**src/rtl/handshake_rr_arbiter_if.sv**
```systemverilog
// Handshake bundle for handshake_rr_arbiter: NUM_SRC valid/ready sources on one side,
// one registered valid/ready destination on the other, plus grant status.
interface handshake_rr_arbiter_if #(
    parameter int unsigned WIDTH   = 8,
    parameter int unsigned NUM_SRC = 4
);
    localparam int unsigned GW = $clog2(NUM_SRC);

    logic [NUM_SRC-1:0]       src_valid;
    logic [NUM_SRC*WIDTH-1:0] src_data;
    logic [NUM_SRC-1:0]       src_ready;
    logic                     dst_valid;
    logic [WIDTH-1:0]         dst_data;
    logic                     dst_ready;
    logic [GW-1:0]            grant_id;
    logic                     busy;

    // Environment side: drives the sources and the destination ready.
    modport master (
        output src_valid, src_data, dst_ready,
        input  src_ready, dst_valid, dst_data, grant_id, busy
    );

    // Arbiter side.
    modport slave (
        input  src_valid, src_data, dst_ready,
        output src_ready, dst_valid, dst_data, grant_id, busy
    );
endinterface

```
**src/rtl/handshake_rr_arbiter.sv**
```systemverilog
// Burst round-robin arbiter sharing one registered valid/ready destination among NUM_SRC sources.
// Define HANDSHAKE_ARB_FIXED_PRIO_EN for fixed lowest-index-wins priority instead of round-robin.
module handshake_rr_arbiter #(
    parameter int unsigned WIDTH     = 8,
    parameter int unsigned NUM_SRC   = 4,
    parameter int unsigned BURST_LEN = 4
) (
    input logic                   clk,
    input logic                   s_rst_n,
    handshake_rr_arbiter_if.slave bus
);
    localparam int unsigned GW = $clog2(NUM_SRC);
    localparam int unsigned CW = $clog2(BURST_LEN + 1);
    localparam logic [CW-1:0] LAST_BEAT = CW'(BURST_LEN - 1);

    typedef enum logic {
        IDLE,
        GRANT
    } state_t;

    state_t             state_q, state_d;
    logic [GW-1:0]      grant_id_q, grant_id_d;
    logic [CW-1:0]      beat_cnt_q, beat_cnt_d;
    logic               dst_valid_q, dst_valid_d;
    logic [WIDTH-1:0]   dst_data_q, dst_data_d;
`ifndef HANDSHAKE_ARB_FIXED_PRIO_EN
    logic [GW-1:0]      rr_ptr_q, rr_ptr_d;
`endif

    logic [NUM_SRC-1:0] src_ready;
    logic [GW-1:0]      winner;
    logic [GW-1:0]      cand;
    logic               found;
    logic               grant_done;

    // Winner selection only matters in IDLE; it never feeds src_ready.
    always_comb begin
        winner = '0;
        found  = 1'b0;
        cand   = '0;
`ifdef HANDSHAKE_ARB_FIXED_PRIO_EN
        for (int unsigned i = 0; i < NUM_SRC; i++) begin
            cand = GW'(i);
            if (!found && bus.src_valid[cand]) begin
                winner = cand;
                found  = 1'b1;
            end
        end
`else
        for (int unsigned i = 1; i <= NUM_SRC; i++) begin
            cand = GW'((32'(rr_ptr_q) + i) % NUM_SRC);
            if (!found && bus.src_valid[cand]) begin
                winner = cand;
                found  = 1'b1;
            end
        end
`endif
    end

    always_comb begin
        src_ready = '0;
        if (state_q == GRANT) begin
            src_ready[grant_id_q] = !dst_valid_q || bus.dst_ready;
        end
    end

    always_comb begin
        state_d     = state_q;
        grant_id_d  = grant_id_q;
        beat_cnt_d  = beat_cnt_q;
        dst_valid_d = dst_valid_q;
        dst_data_d  = dst_data_q;
        grant_done  = 1'b0;
`ifndef HANDSHAKE_ARB_FIXED_PRIO_EN
        rr_ptr_d    = rr_ptr_q;
`endif

        // A load below overrides this drain.
        if (dst_valid_q && bus.dst_ready) begin
            dst_valid_d = 1'b0;
        end

        case (state_q)
            IDLE: begin
                if (found) begin
                    grant_id_d = winner;
                    state_d    = GRANT;
                end
            end
            GRANT: begin
                if (!bus.src_valid[grant_id_q]) begin
                    grant_done = 1'b1;
                end else if (src_ready[grant_id_q]) begin
                    dst_valid_d = 1'b1;
                    dst_data_d  = bus.src_data[grant_id_q*WIDTH +: WIDTH];
                    if (beat_cnt_q == LAST_BEAT) begin
                        grant_done = 1'b1;
                    end else begin
                        beat_cnt_d = beat_cnt_q + 1'b1;
                    end
                end
            end
            default: state_d = IDLE;
        endcase

        if (grant_done) begin
            state_d    = IDLE;
            beat_cnt_d = '0;
`ifndef HANDSHAKE_ARB_FIXED_PRIO_EN
            rr_ptr_d   = grant_id_q;
`endif
        end
    end

    always_ff @(posedge clk or negedge s_rst_n) begin
        if (!s_rst_n) begin
            state_q     <= IDLE;
            grant_id_q  <= '0;
            beat_cnt_q  <= '0;
            dst_valid_q <= 1'b0;
            dst_data_q  <= '0;
`ifndef HANDSHAKE_ARB_FIXED_PRIO_EN
            rr_ptr_q    <= GW'(NUM_SRC - 1);
`endif
        end else begin
            state_q     <= state_d;
            grant_id_q  <= grant_id_d;
            beat_cnt_q  <= beat_cnt_d;
            dst_valid_q <= dst_valid_d;
            dst_data_q  <= dst_data_d;
`ifndef HANDSHAKE_ARB_FIXED_PRIO_EN
            rr_ptr_q    <= rr_ptr_d;
`endif
        end
    end

    assign bus.src_ready = src_ready;
    assign bus.dst_valid = dst_valid_q;
    assign bus.dst_data  = dst_data_q;
    assign bus.grant_id  = grant_id_q;
    assign bus.busy      = (state_q == GRANT);
endmodule

```
**src/flat_wrapper.sv**
```systemverilog
// flat-port wrapper written by rule: the top's interface ports become plain ports
module handshake_rr_arbiter_flat 
#(
    parameter int unsigned WIDTH     = 8,
    parameter int unsigned NUM_SRC   = 4,
    parameter int unsigned BURST_LEN = 4
)
  (clk, s_rst_n, bus_src_valid, bus_src_data, bus_dst_ready, bus_src_ready, bus_dst_valid, bus_dst_data, bus_grant_id, bus_busy);
  handshake_rr_arbiter_if #(.WIDTH(WIDTH), .NUM_SRC(NUM_SRC)) bus_i ();
  input logic clk;
  input logic s_rst_n;
  input wire logic [$bits(bus_i.src_valid)-1:0] bus_src_valid;
  input wire logic [$bits(bus_i.src_data)-1:0] bus_src_data;
  input wire logic [$bits(bus_i.dst_ready)-1:0] bus_dst_ready;
  output wire logic [$bits(bus_i.src_ready)-1:0] bus_src_ready;
  output wire logic [$bits(bus_i.dst_valid)-1:0] bus_dst_valid;
  output wire logic [$bits(bus_i.dst_data)-1:0] bus_dst_data;
  output wire logic [$bits(bus_i.grant_id)-1:0] bus_grant_id;
  output wire logic [$bits(bus_i.busy)-1:0] bus_busy;
  assign bus_i.src_valid = bus_src_valid;
  assign bus_i.src_data = bus_src_data;
  assign bus_i.dst_ready = bus_dst_ready;
  assign bus_src_ready = bus_i.src_ready;
  assign bus_dst_valid = bus_i.dst_valid;
  assign bus_dst_data = bus_i.dst_data;
  assign bus_grant_id = bus_i.grant_id;
  assign bus_busy = bus_i.busy;
  handshake_rr_arbiter #(.WIDTH(WIDTH), .NUM_SRC(NUM_SRC), .BURST_LEN(BURST_LEN)) u_core (.clk(clk), .s_rst_n(s_rst_n), .bus(bus_i));
endmodule
```
**config.mk**
```make
export PLATFORM = sky130hd
export DESIGN_NAME = handshake_rr_arbiter_flat
export DESIGN_NICKNAME = d
export VERILOG_FILES = /design/src/rtl/handshake_rr_arbiter_if.sv /design/src/rtl/handshake_rr_arbiter.sv /design/src/flat_wrapper.sv
export SDC_FILE = /design/constraint.sdc
export NUM_CORES = 1
export LEC_CHECK = 0
export ABC_AREA = 1
export BUFFER_PORTS_ARGS = -buffer_cell sky130_fd_sc_hd__buf_2
export CAP_MARGIN = 15
export CORE_MARGIN = 2
export CORE_UTILIZATION = 38
export DETAILED_ROUTE_END_ITERATION = 6
export PLACE_DENSITY = 0.66
export SYNTH_ARGS = -nofsm -noshare
export SYNTH_HDL_FRONTEND = slang
export SYNTH_SLANG_ARGS = --single-unit
```
**constraint.sdc**
```tcl
create_clock -name clk -period 1.8 [get_ports clk]
set_clock_uncertainty 0.15 [all_clocks]
set_input_delay 0.18 -clock clk [delete_from_list [all_inputs] [get_ports clk]]
set_output_delay 0.18 -clock clk [all_outputs]
set_load 0.01 [all_outputs]
```
# Word level (Yosys, flattened, before mapping)
# Cells that the tools add are included.
# totals
register_bits	17
inputBits	39
output_inout_bits	16
elab_cells	77
# op_classes
n_addsub	5
order_cmp	6
n_eq_ne	2
n_shift	1
n_mux	39
bitwise	2
reduce_logical	16
# ops
operator	count
$shiftx A32 B6 Y8	1
$mux W1	22
$lt A2 B3 Y1 const B	5
$mux W3	5
$bmux W1 S2	6
$mux W2	4
$reduce_bool A2 Y1	3
$logic_and A1 B1 Y1	5
$add A2 B1 Y2 const B	2
$add A2 B2 Y2 const B	2
$and A4 B4 Y4	1
$logic_not A1 Y1	4
$mux W4	1
$reduce_and A4 Y1	1
$add A3 B1 Y3 const B	1
$eq A3 B2 Y1 const B	1
$reduce_and A3 Y1	1
$demux W1 S2	1
$ge A2 B1 Y1 const B	1
$ne A2 B1 Y1 const B	1
$reduce_and A2 Y1	1
$logic_or A1 B1 Y1	1
$not A1 Y1	1

# Logic depth before layout (Yosys ltp)
# logic_depth
depth_word	16
mapped_depth	12
depth_no_buf	12

# Worst setup path after synthesis
# Ideal clock, no wire load.
# synth_timing
path_kind	register -> output
start	register u_core.grant_id_q[0], in the netlist u_core.bus.grant_id[0]
end	output port bus_src_ready[3]
t_arrival_ns	1.214
required_ns	1.470
path_slack_ns	0.256
path_stages_with_launch	5
path_buffers	2
path_cell_list	dfrtp_1 buf_6 buf_4 clkinv_1 nor3_1
# synth_between
elab_chain_cells	6
word_cells_on_any_way	7
classes_between	2 x order compare; 3 x mux; 1 x bitwise; 1 x reduce/logical
# synth_rtl
item	line_no	text
from (decl)	handshake_rr_arbiter.sv:22	logic [GW-1:0] grant_id_q, grant_id_d;
from (signal assigned)	handshake_rr_arbiter.sv:127	grant_id_q <= grant_id_d;
$lt A2 B3 Y1 (implied by the code) / $ge A2 B1 Y1 (equally long branches)	handshake_rr_arbiter.sv:63	src_ready[grant_id_q] = !dst_valid_q || bus.dst_ready;
$logic_and A1 B1 Y1 (implied by the code)	handshake_rr_arbiter.sv:63	
$mux W1 (implied by the code)	handshake_rr_arbiter.sv:63	
$demux W1 S2 *	n/a	
$and A4 B4 Y4 (no source line) *	n/a	
$mux W4 *	handshake_rr_arbiter.sv:62	if (state_q == GRANT) begin
to (decl)	flat_wrapper.sv:15	output wire logic [$bits(bus_i.src_ready)-1:0] bus_src_ready;
# Every way passes the cells marked *; elsewhere a longest branch is shown, timed or not.

# Worst setup path in the final report
# layout_timing
start	register u_core.rr_ptr_q[0]
end	register u_core.grant_id_q[0], in the netlist u_core.bus.grant_id[0]
# layout_between
elab_chain_cells	14
word_cells_on_any_way	27
classes_between	4 x add/sub; 16 x mux; 7 x reduce/logical
# layout_rtl
item	line_no	text
from (decl)	handshake_rr_arbiter.sv:27	logic [GW-1:0] rr_ptr_q, rr_ptr_d;
from (signal assigned)	handshake_rr_arbiter.sv:123	rr_ptr_q <= GW'(NUM_SRC - 1);
from (signal assigned)	handshake_rr_arbiter.sv:132	rr_ptr_q <= rr_ptr_d;
$add A2 B1 Y2	handshake_rr_arbiter.sv:51	cand = GW'((32'(rr_ptr_q) + i) % NUM_SRC);
$bmux W1 S2	handshake_rr_arbiter.sv:52	if (!found && bus.src_valid[cand]) begin
$mux W1 (implied by the code)	handshake_rr_arbiter.sv:52	
$mux W1	handshake_rr_arbiter.sv:52	
$logic_not A1 Y1	handshake_rr_arbiter.sv:52	
$logic_and A1 B1 Y1	handshake_rr_arbiter.sv:52	
$mux W1	handshake_rr_arbiter.sv:52	
$logic_not A1 Y1	handshake_rr_arbiter.sv:52	
$logic_and A1 B1 Y1	handshake_rr_arbiter.sv:52	
$mux W1	handshake_rr_arbiter.sv:52	
$logic_not A1 Y1	handshake_rr_arbiter.sv:52	
$logic_and A1 B1 Y1	handshake_rr_arbiter.sv:52	
$mux W1	handshake_rr_arbiter.sv:52	
$reduce_and A2 Y1 (no source line)	n/a	
# Parallel ways exist; a longest one is shown, timed or not. The select of a mux whose other input is x is not followed.
# A chain may end at the register's enable or synchronous reset.

==> qor.csv <==
stage,metric,value,unit
hold_path,worst hold start,bus_src_data[2],
yosys,"Seq/Total Area, Yosys",0.3217,
drt,Avg WL per Cell,11.75,µm
flow_run,max-capacitance violation count,0,
grt,GRT Overall Usage,0.1881,
timing,Tcrit/Tclk final,0.9664,
worst_setup_path,Worst Path Required,1.84,ns
yosys,fraction of registers with async set/reset,1.000,
yosys,Synth area leaders,"dfrtp_1 28%, nand2_1 18%, nand3_1 16%",
worst_setup_path,"Max FO, Critical Path",6,
worst_setup_path,Worst setup SP type,flip-flop,
drt,Residual DRC,0,
worst_setup_path,CP endpoint kind,flip-flop,
hold_path,hold worst-path end,u_core.bus.dst_data[2]$_DFFE_PN0P_,
timing,min Tclk post-route,1.740,ns
placed_design,post-detail-place hpwl,2.811,mm
final_layout,area growth from synthesis to layout,36.59,%
yosys,Synth Instances,197,
floorplanning,row count,21,
yosys,synthesized net count,238,
power,maximum vdd drop,785.0,µV
placed_design,routability cong.,0.8046,
grt,vias in the first global route,1364,
yosys,syn avg cell area,6.751,µm²
power,leakage,0.9970,nW
clock_network,CTS buffer count,3,
clock_network,clock sink count,17,
timing,endpoints failing setup,0,
yosys,Most used DFF post-synth,dfrtp_1,
yosys,share of the synthesized area in the top cell type,0.2822,
floorplanning,Die Y,63.16,µm
yosys,Ys Warns,0,
placed_design,PortBufs,54,
drt,Initial DRC Count,53,
worst_setup_path,"Arr. time, crit path",1.78,ns
grt,largest net degree at the start of global routing,18,
yosys,number of flops mapped to enable cells by yosys,0,
hold_path,Tightest Hold Check Type,primary input to flip-flop,
timing,final-report hold violation count,0,
clock_network,CTS root buf,clkbuf_4,
drt,DR vias/cell,4.851,
drt,post-route ant nets,0,
grt,global-route wire length before repair,6.078,mm
timing,relative slew slack,0.7406,
floorplanning,Die Span X,63.16,µm
floorplanning,DIE AREA,3989,µm²
final_layout,share of layout cells above drive strength 1,0.4122,
worst_setup_path,Reg-to-Reg Start,u_core.rr_ptr_q[0]$_DFFE_PN1P_,
clock_network,H-tree levels,1,
timing,maximum clock frequency,574.9,MHz
clock_network,clock slew at reported path FFs,0.10,ns
yosys,library cells used by synthesis,28,
worst_setup_path,R2R setup slack,0.06,ns
clock_network,CTS tree,built,
grt,Congestion Overflow GR,0,
floorplanning,Top Ports,55,
worst_setup_path,R2R Path End,u_core.bus.grant_id[0]$_DFFE_PN0P_,
grt,initial antenna violation count,0,
yosys,Synth Register Bits,17,
timing,unrepaired setup endpoints after global routing,yes,
timing,max-slew violations,0,
power,PwrDens,1791,nW/µm²
worst_setup_path,Crit Path Category,flip-flop to flip-flop,
yosys,cell area after synthesis,1330,µm²
worst_setup_path,depth of the worst register-to-register path,11,
hold_path,Hold Path Depth,5,
drt,vias,1494,
floorplanning,Core ar.,3337,µm²
final_layout,Final #Nets,304,
final_layout,Ant. Diodes,0,
drt,final wirelength,3.619,mm
clock_network,Max Root-Sink Buffers,2,
timing,Slew @ Worst Pin,0.3890,ns
final_layout,"Core Util, Final",0.5444,
timing,Setup TNS,0,ns
clock_network,clock insertion delay at the later pin of the skew report,0.29,ns
drt,DRT Pass-1 Iters,6,
floorplanning,Initial Util,0.3986,
yosys,Synth area leader,dfrtp_1,
run_status,status,finished clean,
==> per-layer routing <==
metal	vias to the layer above	wire, µm	GRT usage
li1	781	-	-
met1	670	1633	0.2665
met2	43	1846	0.3112
met3	0	139	0.02679
met4	0	0	0.02500
met5	-	0	0
==> through the flow <==
| stage | power [W] | worst slack, ns | cell area [µm²] | instances | hold slack (ns) |
|---|---|---|---|---|---|
| floorplan | 0.002239 | 0.2564 | 1330 | 197 | -0.2656 |
| global placement | 0.002772 | 0.04580 | 1663 | 297 | -0.02962 |
| finish | 0.003254 | 0.06042 | 1817 | 308 | 0.07471 |
| detailed placement | 0.002793 | 0.03849 | 1663 | 297 | -0.02745 |
| global route | 0.003611 | -0.03839 | 1817 | 308 | 0.06457 |
| CTS | 0.003024 | 0.008236 | 1718 | 304 | 0.07284 |
==> cell type report <==
type                            instances  area (µm²)
Fill cell                             372        1520
Clock inverter                          1       5.005
Clock buffer                            3       22.52
Inverter                               19       76.32
Sequential cell                        17       429.2
Tap cell                               46       57.56
Multi-Input combinational cell        153       834.6
Timing Repair Buffer                   69       391.6
==> cells in the mapped netlist (3+ instances only) <==
library cell   n
nand2_1       64
nand4_1        8
inv_1         15
nor2_1         8
nor3_1         3
dfrtp_1       15
inv_2          3
nand2_2        8
nand3_1       42
==> cells in the final DEF (no fill, tap or decap), drive strengths merged <==
cell type and instances:
clkbuf 3, buf 67, o21ai 7, dfrtp 15, nor2 12, dlygate4sd3 2
dfstp 2, clkinv 2, inv 18, nand3 43, a31oi 1, a21oi 3
ha 2, nand2 74, nor3 3, nand4 8
==> registers in the layout, summed over array words and instances, names as in the netlist <==
register and count:
u_core.bus.dst_data 8, u_core.beat_cnt_q 3, u_core.bus.grant_id 2, u_core.rr_ptr_q 2
u_core.bus.busy 1, u_core.bus.dst_valid 1
==> where the power goes <==
group          switching [W]  internal [W]
clock               0.000123     0.0000826
sequential          0.000181      0.000582
combinational        0.00140      0.000886
total                0.00170       0.00155
==> kinds of logic after synthesis <==
logic type | Yosys count | synth area share
simple gates | 140 | 0.5052
buf+inv | 27 | 0.09501
flops | 17 | 0.3217
compound gates | 11 | 0.05928
fa+ha+maj | 2 | 0.01881
==> what timing repair did <==
action | CTS | global route
endpoints found under the setup margin | 3 | 7
pin swaps | 0 | 1
hold endpoints to repair | 18 | 0
setup buffers | 1 | 4
gates resized for setup | 0 | 22
hold buffers | 2 | 0
==> critical path: stages (launching register included) <==
cell and delay [ns]:
dfstp_2 0.64, buf_6 0.14, buf_4 0.09, nand2_1 0.05, nand2_2 0.08, nand2_1 0.07, nand2_2 0.08, nor2_4 0.05
nand3_4 0.08, nand2_4 0.06, nor2_2 0.10, nor2_1 0.05
==> how the worst max path moves through the flow <==
stage	startpoint	to	slack, ns
detailed placement	u_core.rr_ptr_q[0]$_DFFE_PN1P_	u_core.bus.grant_id[1]$_DFFE_PN0P_	0.04
global placement	u_core.rr_ptr_q[0]$_DFFE_PN1P_	u_core.bus.grant_id[1]$_DFFE_PN0P_	0.05
global route	u_core.rr_ptr_q[0]$_DFFE_PN1P_	u_core.bus.grant_id[0]$_DFFE_PN0P_	-0.04
floorplan	u_core.bus.grant_id[0]$_DFFE_PN0P_	bus_src_ready[3]	0.26
CTS	u_core.bus.grant_id[0]$_DFFE_PN0P_	bus_src_ready[3]	0.008
finish	u_core.rr_ptr_q[0]$_DFFE_PN1P_	u_core.bus.grant_id[0]$_DFFE_PN0P_	0.06
Power figures use the tool's default switching activity.
